### src/rtl/uart_rx_param_if.sv
// Receive-side handshake and status bundle of uart_rx_param.
// The receiver drives the word, its valid flag and the status pulses; the consumer drives rx_ready.
interface uart_rx_param_if #(
    parameter int P_DATA_BITS = 8
);
    logic [P_DATA_BITS-1:0] rx_data;
    logic                   rx_valid;
    logic                   rx_ready;
    logic                   err_frame;
    logic                   err_parity;
    logic                   err_overrun;
    logic                   rx_break;
    logic                   busy;

    modport master (
        output rx_data, rx_valid, err_frame, err_parity, err_overrun, rx_break, busy,
        input  rx_ready
    );

    modport slave (
        input  rx_data, rx_valid, err_frame, err_parity, err_overrun, rx_break, busy,
        output rx_ready
    );
endinterface

### src/rtl/uart_rx_param.sv
// Parameterised UART receiver using 16x oversampling and a 2-of-3 majority vote per bit.
// It also detects false starts, parity errors, framing errors, overrun and line break.
module uart_rx_param #(
    parameter int P_DATA_BITS = 8,
    parameter int P_PARITY    = 0,
    parameter int P_STOP_BITS = 1,
    parameter int P_DIV_W     = 16
) (
    input  logic               clk,
    input  logic               rst,
    input  logic [P_DIV_W-1:0] baud_div,
    input  logic               uart_in,
    uart_rx_param_if.master    rx
);
    typedef enum logic [2:0] {S_IDLE, S_START, S_DATA, S_PARITY, S_STOP, S_BREAK} state_t;

    state_t                 state_q;
    logic                   sync1_q, sync2_q, prev_q;
    logic [P_DIV_W-1:0]     div_q, div_cnt_q;
    logic [3:0]             tick_cnt_q, bit_cnt_q;
    logic [1:0]             samp_q;
    logic [P_DATA_BITS-1:0] shreg_q, data_q;
    logic                   perr_q, ferr_q, zero_q, fin_q, busy_q, valid_q;
    logic                   err_frame_q, err_parity_q, err_overrun_q, break_q;

    logic run_d, tick_d, dec_d, bit_d, par_exp_d, load_d;

    always_comb begin
        run_d     = (state_q != S_IDLE) && (state_q != S_BREAK);
        tick_d    = run_d && (div_cnt_q == div_q);
        dec_d     = tick_d && (tick_cnt_q == 4'd9);
        bit_d     = (samp_q[1] & samp_q[0]) | (samp_q[1] & sync2_q) | (samp_q[0] & sync2_q);
        par_exp_d = (P_PARITY == 2) ? ~(^shreg_q) : ^shreg_q;
        load_d    = fin_q & ~zero_q & ~ferr_q & (~valid_q | rx.rx_ready);
    end

    // Receive FSM: the tick counter runs freely across bit boundaries once a start is seen.
    always_ff @(posedge clk or posedge rst) begin
        if (rst) begin
            state_q    <= S_IDLE;
            sync1_q    <= 1'b1;
            sync2_q    <= 1'b1;
            prev_q     <= 1'b1;
            div_q      <= '0;
            div_cnt_q  <= '0;
            tick_cnt_q <= '0;
            bit_cnt_q  <= '0;
            samp_q     <= '0;
            shreg_q    <= '0;
            perr_q     <= 1'b0;
            ferr_q     <= 1'b0;
            zero_q     <= 1'b0;
            fin_q      <= 1'b0;
            busy_q     <= 1'b0;
        end else begin
            sync1_q <= uart_in;
            sync2_q <= sync1_q;
            prev_q  <= sync2_q;
            fin_q   <= 1'b0;
            if (run_d) begin
                if (tick_d) begin
                    div_cnt_q  <= '0;
                    tick_cnt_q <= tick_cnt_q + 4'd1;
                end else begin
                    div_cnt_q <= div_cnt_q + 1'b1;
                end
                if (tick_d && (tick_cnt_q == 4'd7 || tick_cnt_q == 4'd8))
                    samp_q <= {samp_q[0], sync2_q};
            end
            case (state_q)
                S_IDLE: begin
                    if (prev_q && !sync2_q) begin
                        state_q    <= S_START;
                        div_q      <= baud_div;
                        div_cnt_q  <= '0;
                        tick_cnt_q <= '0;
                        bit_cnt_q  <= '0;
                        perr_q     <= 1'b0;
                        ferr_q     <= 1'b0;
                        zero_q     <= 1'b1;
                        busy_q     <= 1'b1;
                    end
                end
                S_START: begin
                    if (dec_d) begin
                        if (bit_d) begin
                            state_q <= S_IDLE;
                            busy_q  <= 1'b0;
                        end else begin
                            state_q <= S_DATA;
                        end
                    end
                end
                S_DATA: begin
                    if (dec_d) begin
                        shreg_q   <= {bit_d, shreg_q[P_DATA_BITS-1:1]};
                        zero_q    <= zero_q & ~bit_d;
                        bit_cnt_q <= bit_cnt_q + 4'd1;
                        if (bit_cnt_q == 4'(P_DATA_BITS - 1)) begin
                            bit_cnt_q <= '0;
                            state_q   <= (P_PARITY != 0) ? S_PARITY : S_STOP;
                        end
                    end
                end
                S_PARITY: begin
                    if (dec_d) begin
                        perr_q  <= (bit_d != par_exp_d);
                        zero_q  <= zero_q & ~bit_d;
                        state_q <= S_STOP;
                    end
                end
                S_STOP: begin
                    if (dec_d) begin
                        ferr_q    <= ferr_q | ~bit_d;
                        zero_q    <= zero_q & ~bit_d;
                        bit_cnt_q <= bit_cnt_q + 4'd1;
                        if (bit_cnt_q == 4'(P_STOP_BITS - 1)) begin
                            fin_q <= 1'b1;
                            if (zero_q && !bit_d) begin
                                state_q <= S_BREAK;
                            end else begin
                                state_q <= S_IDLE;
                                busy_q  <= 1'b0;
                            end
                        end
                    end
                end
                S_BREAK: begin
                    if (sync2_q) begin
                        state_q <= S_IDLE;
                        busy_q  <= 1'b0;
                    end
                end
                default: begin
                    state_q <= S_IDLE;
                    busy_q  <= 1'b0;
                end
            endcase
        end
    end

    // Frame completion: break beats framing error, which beats delivery or overrun.
    always_ff @(posedge clk or posedge rst) begin
        if (rst) begin
            data_q        <= '0;
            valid_q       <= 1'b0;
            err_frame_q   <= 1'b0;
            err_parity_q  <= 1'b0;
            err_overrun_q <= 1'b0;
            break_q       <= 1'b0;
        end else begin
            err_frame_q   <= fin_q & ~zero_q & ferr_q;
            err_overrun_q <= fin_q & ~zero_q & ~ferr_q & valid_q & ~rx.rx_ready;
            break_q       <= fin_q & zero_q;
            err_parity_q  <= load_d & perr_q;
            if (load_d) begin
                data_q  <= shreg_q;
                valid_q <= 1'b1;
            end else if (valid_q && rx.rx_ready) begin
                valid_q <= 1'b0;
            end
        end
    end

    assign rx.rx_data     = data_q;
    assign rx.rx_valid    = valid_q;
    assign rx.err_frame   = err_frame_q;
    assign rx.err_parity  = err_parity_q;
    assign rx.err_overrun = err_overrun_q;
    assign rx.rx_break    = break_q;
    assign rx.busy        = busy_q;
endmodule

### src/flat_wrapper.sv
// flat-port wrapper written by rule: the top's interface ports become plain ports
module uart_rx_param_flat 
#(
    parameter int P_DATA_BITS = 8,
    parameter int P_PARITY    = 0,
    parameter int P_STOP_BITS = 1,
    parameter int P_DIV_W     = 16
)
  (clk, rst, baud_div, uart_in, rx_rx_data, rx_rx_valid, rx_err_frame, rx_err_parity, rx_err_overrun, rx_rx_break, rx_busy, rx_rx_ready);
  uart_rx_param_if #(.P_DATA_BITS(P_DATA_BITS)) rx_i ();
  input  logic clk;
  input  logic rst;
  input  logic [P_DIV_W-1:0] baud_div;
  input  logic uart_in;
  output wire logic [$bits(rx_i.rx_data)-1:0] rx_rx_data;
  output wire logic [$bits(rx_i.rx_valid)-1:0] rx_rx_valid;
  output wire logic [$bits(rx_i.err_frame)-1:0] rx_err_frame;
  output wire logic [$bits(rx_i.err_parity)-1:0] rx_err_parity;
  output wire logic [$bits(rx_i.err_overrun)-1:0] rx_err_overrun;
  output wire logic [$bits(rx_i.rx_break)-1:0] rx_rx_break;
  output wire logic [$bits(rx_i.busy)-1:0] rx_busy;
  input wire logic [$bits(rx_i.rx_ready)-1:0] rx_rx_ready;
  assign rx_rx_data = rx_i.rx_data;
  assign rx_rx_valid = rx_i.rx_valid;
  assign rx_err_frame = rx_i.err_frame;
  assign rx_err_parity = rx_i.err_parity;
  assign rx_err_overrun = rx_i.err_overrun;
  assign rx_rx_break = rx_i.rx_break;
  assign rx_busy = rx_i.busy;
  assign rx_i.rx_ready = rx_rx_ready;
  uart_rx_param #(.P_DATA_BITS(P_DATA_BITS), .P_PARITY(P_PARITY), .P_STOP_BITS(P_STOP_BITS), .P_DIV_W(P_DIV_W)) u_core (.clk(clk), .rst(rst), .baud_div(baud_div), .uart_in(uart_in), .rx(rx_i));
endmodule
### config.mk
export PLATFORM = sky130hd
export DESIGN_NAME = uart_rx_param_flat
export DESIGN_NICKNAME = d
export VERILOG_FILES = /design/src/rtl/uart_rx_param_if.sv /design/src/rtl/uart_rx_param.sv /design/src/flat_wrapper.sv
export SDC_FILE = /design/constraint.sdc
export NUM_CORES = 1
export LEC_CHECK = 0
export CELL_PAD_IN_SITES_DETAIL_PLACEMENT = 1
export CELL_PAD_IN_SITES_GLOBAL_PLACEMENT = 1
export CORE_MARGIN = 3
export CORE_UTILIZATION = 45
export CTS_BUF_LIST = sky130_fd_sc_hd__clkbuf_16
export DETAILED_ROUTE_END_ITERATION = 7
export GPL_TIMING_DRIVEN = 0
export HOLD_SLACK_MARGIN = 0.06
export PLACE_DENSITY_LB_ADDON = 0.15
export SLEW_MARGIN = 40
export SYNTH_ARGS = -nofsm -noshare
export SYNTH_HDL_FRONTEND = slang
export SYNTH_SLANG_ARGS = --single-unit
### constraint.sdc
create_clock -name clk -period 3.7 [get_ports clk]
set_input_delay 1.11 -clock clk [delete_from_list [all_inputs] [get_ports clk]]
set_output_delay 1.11 -clock clk [all_outputs]
set_load 0.03 [all_outputs]
==> results list <==
- Final net count: 427
* Starting Density: 0.468
- Synthesis produced 356 cells.
- RSZ-0062 raised after global routing: false
- Peak per-stage delay on the critical path: 0.69 ns
* Kind of launch point of the worst setup path: flip-flop
- After routing, the total negative slack on setup checks comes to 0 ns.
- Chain of cells forming the critical path: clkdlybuf4s50_1
- Among all flip-flop cells after synthesis, the most frequent one is sky130_fd_sc_hd__dfrtp_1.
* Mean instance size in the synthesized netlist: 10.2 µm²
- Data on the critical path is required at its endpoint by 2.59 ns.
* Post-synthesis net count: 382
- Share of async-settable or async-resettable flops after synthesis: 1.00
- From bottom edge to top edge, the die measures 95.9 µm.
* Quantity of gates resized following cts: 0
* Number of buffers and inverters on the critical path: 1
* Number of levels the H-tree was split into: 3
* Boundary pin count: 34
- Slowest cell on the critical path: sky130_fd_sc_hd__clkdlybuf4s50_1
- Buffer type at the clock tree root: sky130_fd_sc_hd__clkbuf_16
- Number of optimization iterations in the first detailed-route pass: 4
* HPWL Detailed: 6.49 mm
- The repair_antennas step left the layout with diodes totalling 0.
- Syn Std Cell Area: 3630 µm²
* CTS max path bufs: 2
- Transition time of the tightest slew-check pin: 0.732 ns
- Counting every sink on the clock net gives 74.
* Width of the die: 95.9 µm
- Total routing resource utilization after global routing: 0.223
- In this run, CTS created clock tree buffers numbering 9.
- The worst setup path is captured at an output pin.
- The initial antenna violation count is 0.
- Synthesis warning total: 0
- Dividing the detail-routed wire length by the instance count gives 18.2 µm.
- In the final layout, the share of cells above drive strength 1 is 0.140.
- Vias in the first global route: 3011
* Post-CTS Setup Repair Bufs: 0
- The floorplan step defined a core boundary enclosing 7770 µm².
- The die covers 9190 µm².
- Wire length of the first global-routing pass: 15.4 mm
- Data arrival time of the critical path: 1.40 ns
* Iter 0 DRT Violations: 78
- The tightest min-delay check is of the flip-flop to flip-flop type.
- Kind of critical path: flip-flop to output pin
- Clock skew on the completed layout was measured at 0.00798 ns.
* Total Wirelength: 9.26 mm
* Max frequency: 398 MHz
- Synthesis instantiated 55 different standard cells from the library.
- Relative area change from synthesis to final layout: 22.0%
- Summed over all layers, the global routing overflow is 0.
- Worst skew pair latency: 0.33 ns
- After clock tree synthesis, the flow added hold-fix buffers numbering 0.
* Family of cells with the greatest summed delay on the critical path: buffers and inverters
- Headroom to the max-slew limit came out at 0.509.
- Power density over cell area: 592 nW/µm²
- Detail-routed via count per cell: 5.38
* Number of buffers inserted by port buffering: 33
* Number of setup violations in the final report: 0
- In the finished design, the share of the clock period the worst path needs comes to 0.679.
- For this run, the register share of the synthesized area comes to 0.510.
* Max-cap viol count: 0
- Overall via count from detail_route: 2731
- Number of synthesized flops with an enable pin: 0
* Number of slew-limit violations in the final report: 0
- The run finished with clean final reports.
* Clock transition at the register clock pins on the worst setup and hold paths after CTS: 0.06 ns
- The hold violation total from the final report is 0.
- The congestion estimate from routability-driven global placement came to 0.827.
* Flop and latch count out of synthesis: 74
- The count of nets left with antenna violations once routing finished came out at 0.
- TritonCTS built the clock tree.
* Number of standard-cell rows in the floorplan: 32
- Entering global routing, the biggest net connects 54 pins.
- Layout Utilization: 0.571
* Worst IR drop on VDD: 0.283 mV
* LEAKAGE: 2.02 nW
- In this run the worst path has a maximum fanout of 2.
- DR DRC count: 0
- Worst hold margin: 0.363 ns
- Counting I/O delays and the setup requirement, the final critical path takes 2.51 ns.
-- routing by layer --
metal,track usage,share of wire
met1,0.281,0.45
met5,0,0
met2,0.382,0.51
met3,0.0344,0.022
met4,0.0924,0.016
-- where the power goes --
part | internal, W | switching, W | total [W]
logic | 0.000276 | 0.000316 | 0.000592
clock network | 0.000528 | 0.000362 | 0.000890
registers | 0.000962 | 0.000181 | 0.00114
-- state kept, by name (all words and copies together) (netlist names) --
register               cells
u_core.rx.err_parity       1
u_core.rx.busy             1
u_core.sync1_q             1
u_core.state_q             3
u_core.zero_q              1
u_core.shreg_q             8
u_core.sync2_q             1
u_core.rx.err_frame        1
u_core.bit_cnt_q           4
u_core.ferr_q              1
u_core.rx.rx_break         1
u_core.tick_cnt_q          4
u_core.div_cnt_q          16
u_core.div_q              16
u_core.samp_q              2
u_core.perr_q              1
u_core.prev_q              1
u_core.fin_q               1
u_core.rx.rx_valid         1
u_core.rx.rx_data          8
u_core.rx.err_overrun      1
-- final cells by class --
cell class	instances	area (µm²)
multi-input cells	255	1670
flip-flops and latches	74	1860
repair buffers	34	358
inverters	11	46.3
fillers	875	3330
clock inverters	7	77.6
plain buffers	16	76.3
well taps	102	128
clock buffers	9	225
-- synthesized netlist by cell type (all sizes together) (8+ instances only) --
master,n,area [µm²]
dfrtp,71,1780
nand2,69,259
nor2,32,120
xnor2,30,293
mux2,16,180
inv,11,41.3
nand4,11,75.1
clkbuf,10,37.5
nand3,10,55.1
xor2,10,87.6
a21oi,9,45.0
o21ai,8,40.0
-- through the flow --
step | cells | area, µm² | worst slack [ns] | power [W]
after CTS | 508 | 4430 | 1.18 | 0.00264
final | 508 | 4430 | 1.19 | 0.00263
after detailed placement | 492 | 4130 | 0.889 | 0.00173
after global routing | 508 | 4430 | 0.980 | 0.00277
after global placement | 491 | 4090 | -0.614 | 0.00167
after floorplan | 356 | 3630 | 0.713 | 0.00153
-- worst paths after layout --
path,startpoint,endpoint,slack [ns],cells after the start
worst max-delay path,u_core.rx.rx_data[0],rx_rx_data[0],1.19,1
max in group asynchronous,rst,u_core.samp_q[0],2.08,3
worst max register to register,u_core.div_cnt_q[11],u_core.div_cnt_q[9],1.22,9
worst min-delay path,u_core.sync2_q,u_core.prev_q,0.36,0
worst min register to register,u_core.sync2_q,u_core.prev_q,0.36,0
min in group asynchronous,rst,u_core.zero_q,1.10,2
-- cells in the final DEF, fill, tap and decap left out, drive strengths merged, types with 7 or more instances in the layout --
master / instances
nand2: 69
xnor2: 30
nand3: 10
dfrtp: 71
a21oi: 9
mux2: 16
nor2: 32
nand4: 11
inv: 13
o21ai: 8
buf: 7
clkbuf: 19
xor2: 10
clkdlybuf4s50: 33
-- logic make-up (layout without fill, tap and decap cells) --
group,count (synthesis),after routing,synth area share
AOI/OAI and AO/OA,36,36,0.0702
xor gates and xnor gates,40,40,0.105
adders and majority gates,6,6,0.0207
buffers and inverters,27,77,0.0324
DFF,74,74,0.510
muxes,19,19,0.0578
and+or+nand+nor,154,154,0.204
Power figures use the tool's default switching activity.
